`config.mk`:
```
export PLATFORM = sky130hd
export DESIGN_NAME = instr_mem_loader_flat
export DESIGN_NICKNAME = d
export VERILOG_FILES = /design/src/rtl/instr_mem_loader_if.sv /design/src/rtl/instr_mem_loader.sv /design/src/flat_wrapper.sv
export SDC_FILE = /design/constraint.sdc
export NUM_CORES = 1
export LEC_CHECK = 0
export CAP_MARGIN = 30
export CORE_UTILIZATION = 55
export CTS_CLUSTER_DIAMETER = 150
export CTS_CLUSTER_SIZE = 40
export DETAILED_ROUTE_END_ITERATION = 10
export MAX_ROUTING_LAYER = met4
export PLACE_DENSITY = 0.85
export SETUP_SLACK_MARGIN = 0.2
export SLEW_MARGIN = 20
export SYNTH_ARGS = -nofsm -noshare
export SYNTH_HDL_FRONTEND = slang
export SYNTH_SLANG_ARGS = --single-unit
```
`constraint.sdc`:
```
create_clock -name clk -period 3.39 [get_ports clk]
set_input_delay 0.678 -clock clk [delete_from_list [all_inputs] [get_ports clk]]
set_output_delay 0.678 -clock clk [all_outputs]
set_load 0.01 [all_outputs]
```
`src/rtl/instr_mem_loader_if.sv`:
```
// Byte-stream intake and instruction-memory write port of the program loader.
// The host side drives start/bytes; the loader side drives ready and the write port.
interface instr_mem_loader_if #(
    parameter int ADDR_W = 5
);
    logic              start;
    logic              byte_valid;
    logic [7:0]        byte_data;
    logic              byte_ready;
    logic              im_we;
    logic [ADDR_W-1:0] im_addr;
    logic [31:0]       im_wdata;

    modport master (
        output start,
        output byte_valid,
        output byte_data,
        input  byte_ready,
        input  im_we,
        input  im_addr,
        input  im_wdata
    );

    modport slave (
        input  start,
        input  byte_valid,
        input  byte_data,
        output byte_ready,
        output im_we,
        output im_addr,
        output im_wdata
    );
endinterface

```
`src/rtl/instr_mem_loader.sv`:
```
// Program loader: zero-fills instruction memory, then packs a little-endian
// byte stream into 32-bit words and writes them, holding the CPU in reset.
module instr_mem_loader #(
    parameter int DEPTH  = 32,
    parameter int ADDR_W = 5
) (
    input  logic              clk,
    input  logic              rst,
    instr_mem_loader_if.slave bus,
    output logic              busy,
    output logic              done,
    output logic              trunc,
    output logic [ADDR_W:0]   words_loaded,
    output logic              cpu_rst_n
);

    typedef enum logic [2:0] {
        S_IDLE,
        S_CLEAR,
        S_COLLECT,
        S_WRITE,
        S_DONE
    } state_t;

    localparam logic [ADDR_W-1:0] LAST = ADDR_W'(DEPTH - 1);

    state_t            state;
    state_t            state_n;
    logic [ADDR_W-1:0] clr_addr;
    logic [ADDR_W-1:0] word_ptr;
    logic [1:0]        lane;
    logic [31:0]       word;
    logic              launch;
    logic              accept;
    logic              word_zero;

    assign launch    = bus.start && (state == S_IDLE || state == S_DONE);
    assign accept    = (state == S_COLLECT) && bus.byte_valid;
    assign word_zero = (word == 32'd0);

    always_ff @(posedge clk or posedge rst) begin
        if (rst) begin
            state <= S_IDLE;
        end else begin
            state <= state_n;
        end
    end

    always_comb begin
        state_n        = state;
        bus.byte_ready = 1'b0;
        bus.im_we      = 1'b0;
        bus.im_addr    = '0;
        bus.im_wdata   = '0;
        busy           = 1'b0;
        unique case (state)
            S_IDLE: begin
                if (bus.start) state_n = S_CLEAR;
            end
            S_CLEAR: begin
                busy        = 1'b1;
                bus.im_we   = 1'b1;
                bus.im_addr = clr_addr;
                if (clr_addr == LAST) state_n = S_COLLECT;
            end
            S_COLLECT: begin
                busy           = 1'b1;
                bus.byte_ready = 1'b1;
                if (bus.byte_valid && lane == 2'd3) state_n = S_WRITE;
            end
            S_WRITE: begin
                busy         = 1'b1;
                bus.im_we    = 1'b1;
                bus.im_addr  = word_ptr;
                bus.im_wdata = word;
                if (word_zero || word_ptr == LAST) begin
                    state_n = S_DONE;
                end else begin
                    state_n = S_COLLECT;
                end
            end
            S_DONE: begin
                if (bus.start) state_n = S_CLEAR;
            end
            default: state_n = S_IDLE;
        endcase
    end

    // CPU reset release is registered so it cannot glitch on state decode.
    always_ff @(posedge clk or posedge rst) begin
        if (rst) begin
            done      <= 1'b0;
            cpu_rst_n <= 1'b0;
        end else begin
            done      <= (state_n == S_DONE);
            cpu_rst_n <= (state_n == S_DONE);
        end
    end

    always_ff @(posedge clk or posedge rst) begin
        if (rst) begin
            clr_addr     <= '0;
            word_ptr     <= '0;
            lane         <= '0;
            word         <= '0;
            words_loaded <= '0;
            trunc        <= 1'b0;
        end else if (launch) begin
            clr_addr     <= '0;
            word_ptr     <= '0;
            lane         <= '0;
            word         <= '0;
            words_loaded <= '0;
            trunc        <= 1'b0;
        end else begin
            if (state == S_CLEAR && clr_addr != LAST) begin
                clr_addr <= clr_addr + 1'b1;
            end
            if (accept) begin
                word[{lane, 3'b000} +: 8] <= bus.byte_data;
                lane                      <= lane + 2'd1;
            end
            if (state == S_WRITE && !word_zero) begin
                words_loaded <= words_loaded + (ADDR_W+1)'(1);
                word_ptr     <= word_ptr + 1'b1;
                if (word_ptr == LAST) trunc <= 1'b1;
            end
        end
    end

endmodule

```
`src/flat_wrapper.sv`:
```
// flat-port wrapper written by rule: the top's interface ports become plain ports
module instr_mem_loader_flat 
#(
    parameter int DEPTH  = 32,
    parameter int ADDR_W = 5
)
  (clk, rst, busy, done, trunc, words_loaded, cpu_rst_n, bus_start, bus_byte_valid, bus_byte_data, bus_byte_ready, bus_im_we, bus_im_addr, bus_im_wdata);
  instr_mem_loader_if #(.ADDR_W(ADDR_W)) bus_i ();
  input  logic clk;
  input  logic rst;
  output logic busy;
  output logic done;
  output logic trunc;
  output logic [ADDR_W:0] words_loaded;
  output logic cpu_rst_n;
  input wire logic [$bits(bus_i.start)-1:0] bus_start;
  input wire logic [$bits(bus_i.byte_valid)-1:0] bus_byte_valid;
  input wire logic [$bits(bus_i.byte_data)-1:0] bus_byte_data;
  output wire logic [$bits(bus_i.byte_ready)-1:0] bus_byte_ready;
  output wire logic [$bits(bus_i.im_we)-1:0] bus_im_we;
  output wire logic [$bits(bus_i.im_addr)-1:0] bus_im_addr;
  output wire logic [$bits(bus_i.im_wdata)-1:0] bus_im_wdata;
  assign bus_i.start = bus_start;
  assign bus_i.byte_valid = bus_byte_valid;
  assign bus_i.byte_data = bus_byte_data;
  assign bus_byte_ready = bus_i.byte_ready;
  assign bus_im_we = bus_i.im_we;
  assign bus_im_addr = bus_i.im_addr;
  assign bus_im_wdata = bus_i.im_wdata;
  instr_mem_loader #(.DEPTH(DEPTH), .ADDR_W(ADDR_W)) u_core (.clk(clk), .rst(rst), .bus(bus_i), .busy(busy), .done(done), .trunc(trunc), .words_loaded(words_loaded), .cpu_rst_n(cpu_rst_n));
endmodule
```
### Yosys cells after proc, flatten, opt, wreduce, memory -nomap -nowiden

Cells that the tools add are included.

| operators by class | value |
|---|---|
| add/subtract/negate cells | 5 |
| equality and inequality tests | 9 |
| shift operators | 2 |
| multipliers | 0 |
| muxes and demuxes | 24 |
| reduce and logical (&&, ||, !) cells | 18 |
| divide/modulo/power cells | 0 |
| bitwise operators | 0 |
| order comparisons | 0 |

Operator list:

| kind | count |
|---|---|
| 32-bit 2-to-1 mux | 3 |
| 32-bit bitwise mux | 1 |
| 32-bit logical NOT | 1 |
| 8-bit by 7-bit variable shift with 32-bit output, first input constant | 1 |
| 8-bit by 7-bit indexed part select with 32-bit output | 1 |
| 5-bit 2-to-1 mux | 4 |
| 3-bit 2-to-1 mux | 4 |
| 6-bit 2-to-1 mux | 2 |
| 3-bit one-hot mux with 4 select lines | 1 |
| 5-bit by 1-bit adder with 5-bit output, second input constant | 2 |
| 5-bit equality test, second input constant | 2 |
| 5-bit one-hot mux with 2 select lines | 1 |
| 2-bit nonzero test | 4 |
| 5-bit negator with 7-bit output | 1 |
| 6-bit by 1-bit adder with 6-bit output, second input constant | 1 |
| 3-bit by 2-bit equality test with 1-bit output, second input constant | 2 |
| 3-bit equality test, second input constant | 2 |
| 1-bit 2-to-1 mux | 6 |
| 1-bit logical AND | 5 |
| 5-bit inequality test, second input constant | 1 |
| 2-bit 2-to-1 mux | 2 |
| 2-bit OR reduction | 2 |
| 3-bit by 1-bit equality test with 1-bit output, second input constant | 1 |
| 3-bit logical NOT | 1 |
| 6 further kinds | 7 |

| word-level totals | value |
|---|---|
| bits in latches | 0 |
| output and inout port bits | 49 |
| bits of input ports | 12 |
| ROM bits | 0 |
| flip-flop bits (word level) | 55 |
| RAM bits | 0 |
| memories | 0 |

### Longest topological paths before layout

Gate-level depths: netlist of the first run.

| depth | value |
|---|---|
| depth after elaboration | 5 |
| mapped depth | 7 |
| mapped depth without buffers | 7 |

### Least setup slack after synthesis of the first run

Ideal clock, no wire load.

| timing path | value |
|---|---|
| path type | reg2out |
| start | reg u_core.state[1] |
| end | out bus_im_wdata[10] |
| arrival | 1.391 ns |
| path slack | 1.321 ns |
| required time | 2.712 ns |
| stages on the path, launching flop included | 6 |
| cell sequence | dfrtp_1 > buf_2 > and3b_1 > buf_2 > clkbuf_1 > and2_1 |

| on the way | value |
|---|---|
| longest elaborated chain between the ends | 2 |

RTL lines:

| item | RTL line | source |
|---|---|---|
| from (decl) | instr_mem_loader.sv:27 | `state_t state;` |
| from (signal assigned) | instr_mem_loader.sv:45 | `state <= state_n;` |
| 3-bit by 2-bit equality test with 1-bit output | instr_mem_loader.sv:56 | `unique case (state)` |
| 32-bit 2-to-1 mux | instr_mem_loader.sv:56 |  |
| to (decl) | flat_wrapper.sv:22 | `output wire logic [$bits(bus_i.im_wdata)-1:0] bus_im_wdata;` |

Every way passes these cells.

### Worst setup path after layout of the first run

| timing path | value |
|---|---|
| start | reg u_core.state[1] |
| end | out bus_im_wdata[28] |

The elaborated chain is that of the path after synthesis.

==> results of run 1 <==
[logic make-up after synthesis]
| logic type | after synthesis | share of synthesized area |
|---|---|---|
| AND/OR/NAND/NOR | 107 | 0.2154 |
| flip-flops | 55 | 0.4865 |
| AO/OA/AOI/OAI | 51 | 0.1371 |
| buffers and inverters | 24 | 0.04378 |
| multiplexers | 17 | 0.06059 |
| adder cells (fa/ha/maj) | 10 | 0.04423 |
| XOR/XNOR | 4 | 0.01239 |
[flip-flops by register name (all words and copies together), names as in the netlist]
| name | count |
|---|---|
| u_core.word_ptr | 5 |
| u_core.words_loaded | 6 |
| u_core.clr_addr | 5 |
| u_core.done | 1 |
| u_core.trunc | 1 |
| u_core.lane | 2 |
| u_core.state | 3 |
| u_core.word | 32 |
[critical path, delay by kind of cell (launching register included)]
kind                   cells  cell delay (ns)
buffers and inverters      2             0.86
flip-flops                 1             0.70
AND/OR/NAND/NOR            2             0.48
[cell usage after synthesis, drive strengths merged, types with 2 or more instances]
cell / instances
a21oi: 5
a22o: 26
a32o: 2
and2: 32
and3: 2
and4: 5
buf: 10
clkbuf: 5
dfrtp: 55
ha: 10
inv: 9
mux2i: 16
nand2: 33
nand4: 3
nor2: 14
nor3b: 2
nor4: 8
nor4b: 2
o211ai: 2
o21ai: 14
xnor2: 2
xor2: 2
[per-layer routing]
layer | share of wire | vias to the layer above | global-route usage
met4 | 0.015 | 0 | 0.07906
met5 | 0 | - | -
met3 | 0.050 | 7 | 0.04664
met2 | 0.47 | 64 | 0.3874
li1 | - | 1059 | -
met1 | 0.46 | 1072 | 0.3605
[layout make-up]
cell class                      count  area, um^2  share of cell area
Sequential cell                    55        1376              0.3879
Multi-Input combinational cell    189        1329              0.3745
Timing Repair Buffer               65       638.1              0.1798
Tap cell                           67       83.83             0.02362
Clock buffer                        5       68.82             0.01939
Inverter                            9       33.78            0.009520
Clock inverter                      3       18.77            0.005289
[power by group]
part | internal [mW] | total [mW] | switching, mW
combinational | 0.351 | 0.763 | 0.412
clock | 0.146 | 0.363 | 0.217
sequential | 0.764 | 0.898 | 0.134
[path summary, 6_finish.rpt]
check	end	depth (start not counted)
min in group asynchronous	u_core.words_loaded[5]$_DFFE_PP0P_	2
max in group asynchronous	u_core.word[28]$_DFFE_PP0P_	3
min reg2reg	u_core.word[2]$_DFFE_PP0P_	2
max reg2reg	u_core.word[10]$_DFFE_PP0P_	5
min	u_core.word[2]$_DFFE_PP0P_	2
max	bus_im_wdata[28]	4
==> summary.txt, run 1 <==
Run status
  • Outcome: completed

Critical path
  • Crit-path slowest cell: dfrtp_1
  • CP cell instances: and3b_1, buf_4, and2_1, clkdlybuf4s50_1
  • Crit end category: output pin
  • Arrival time worst endpoint: 2.36 ns
  • Crit Path Category: reg2out
  • CP max FO: 37
  • Setup crit start: u_core.state[1]$_DFF_PP0_
  • CP Launch Type: flip-flop
  • Critical path data required time: 2.71 ns
  • Setup slack, reg-to-reg: 1.38 ns
  • CP peak stage delay: 0.70 ns
  • RR Startpoint: u_core.state[1]$_DFF_PP0_

Synth
  • Register bit total from synthesis: 55
  • Synth Warn #: 0
  • Synth top area share: 0.4865
  • Yosys top cell by area: dfrtp_1
  • Gate Count Post-Synth: 268
  • Seq/Total Area, Yosys: 0.4865
  • Post-synth cell types: 37
  • Area contributors post-synth: dfrtp_1 49%, a22o_1 8.0%, and2_1 7.1%, mux2i_1 5.7%, ha_1 4.4%
  • Post-Syn Nets: 290
  • Cell Area, Synth: 2829 um^2
  • Avg Inst Size Synth: 10.56 um^2
  • Number of flops mapped to enable cells by yosys: 0
  • Async SR Flop Fraction: 1.000
  • Top_reg_cell synth: dfrtp_1

Detailed routing
  • Vias per inst: 5.603
  • Routed len/inst: 15.71 um
  • DRC Markers: 0
  • Drt first pass iters: 4
  • DR iter-0 viols: 157
  • Final WL: 6174 um
  • Routed vias: 2202
  • Final ANT Viol Nets: 0

Placement
  • Placed cells: 385
  • Placed cell area: 3461 um^2
  • Port Buffers: 60
  • GPL Wtd Cong: 0.8850
  • Place WS: 0.7361 ns
  • HPWL after detailed placement: 4635 um

Floorplanning
  • Die area: 5435 um^2
  • Die W: 73.72 um
  • Initial core utilization: 0.5835
  • Rows: 25
  • I/O pins: 61
  • Core ar.: 4848 um^2
  • Overall die height: 73.72 um

Power and ir drop
  • Leakage: 1.686 nW
  • Design Power: 2.024 mW
  • PD cells: 570.5 nW/um^2
  • Peak supply drop: 0.4539 mV

Clock tree
  • Post-CTS Hold Fix Bufs: 0
  • # Post-CTS Setup Buffers: 0
  • Clock transition at path regs: 0.09 ns
  • Post-CTS sizing: 0
  • Clk_lat worst skew: 0.32 ns
  • Cts bufs inserted: 5
  • Clock buffer depth: 2
  • H-tree depth: 2
  • Root Buffer: clkbuf_8
  • CTS Sinks: 55
  • CTS tree: done

Finish
  • Layout cells sized above 1: 0.06442
  • Fillers: 360
  • Synth-to-Final Area Change: 25.43%
  • Finished Cell Area: 3548 um^2
  • Most common cell after layout, fill and taps aside: clkdlybuf4s50_1
  • Non-filler cells, final: 393
  • ANT cells: 0
  • Fin nets: 347
  • Final Util: 0.7319
  • Most frequent cells in the layout: 60 x clkdlybuf4s50_1, 55 x dfrtp_1, 33 x nand2_1

Job
  • Max-cap violations: 0

STA
  • Fin. max-slew vios: 0
  • Max-slew headroom: 0.5557
  • Count of final setup violators: 0
  • RSZ-0062 raised after global routing: false
  • Worst Tran Pin Value: 0.6664 ns
  • Setup WS post-layout: 0.3544 ns
  • Hold WS: 0.5198 ns
  • Final hold violations: 0
  • Post-route minimum period: 3.036 ns
  • Total Neg Setup Slack: 0 ns
  • Max Fclk: 0.3294 GHz
  • Clock Skew: 0.005694 ns
  • Fin crit share: 0.8955

GRT
  • Vias in the first global route: 2031
  • GRT Util Overall: 0.2590
  • Largest net degree at the start of global routing: 38
  • Gr ovfl total: 0
  • Antenna violations before repair: 0
  • First-pass GRT wire length: 10120 um

Worst hold path
  • Min-Delay Path Class: reg2reg
  • Min-delay src: u_core.word[2]$_DFFE_PP0P_
(Power assumes the default switching activity.)
==> inputs of run 2 (changes only) <==
ABC_AREA = 0   (was default)
==> results of run 2 <==
Same layout as run 1: the final DEF is identical, and so are final timing and power.
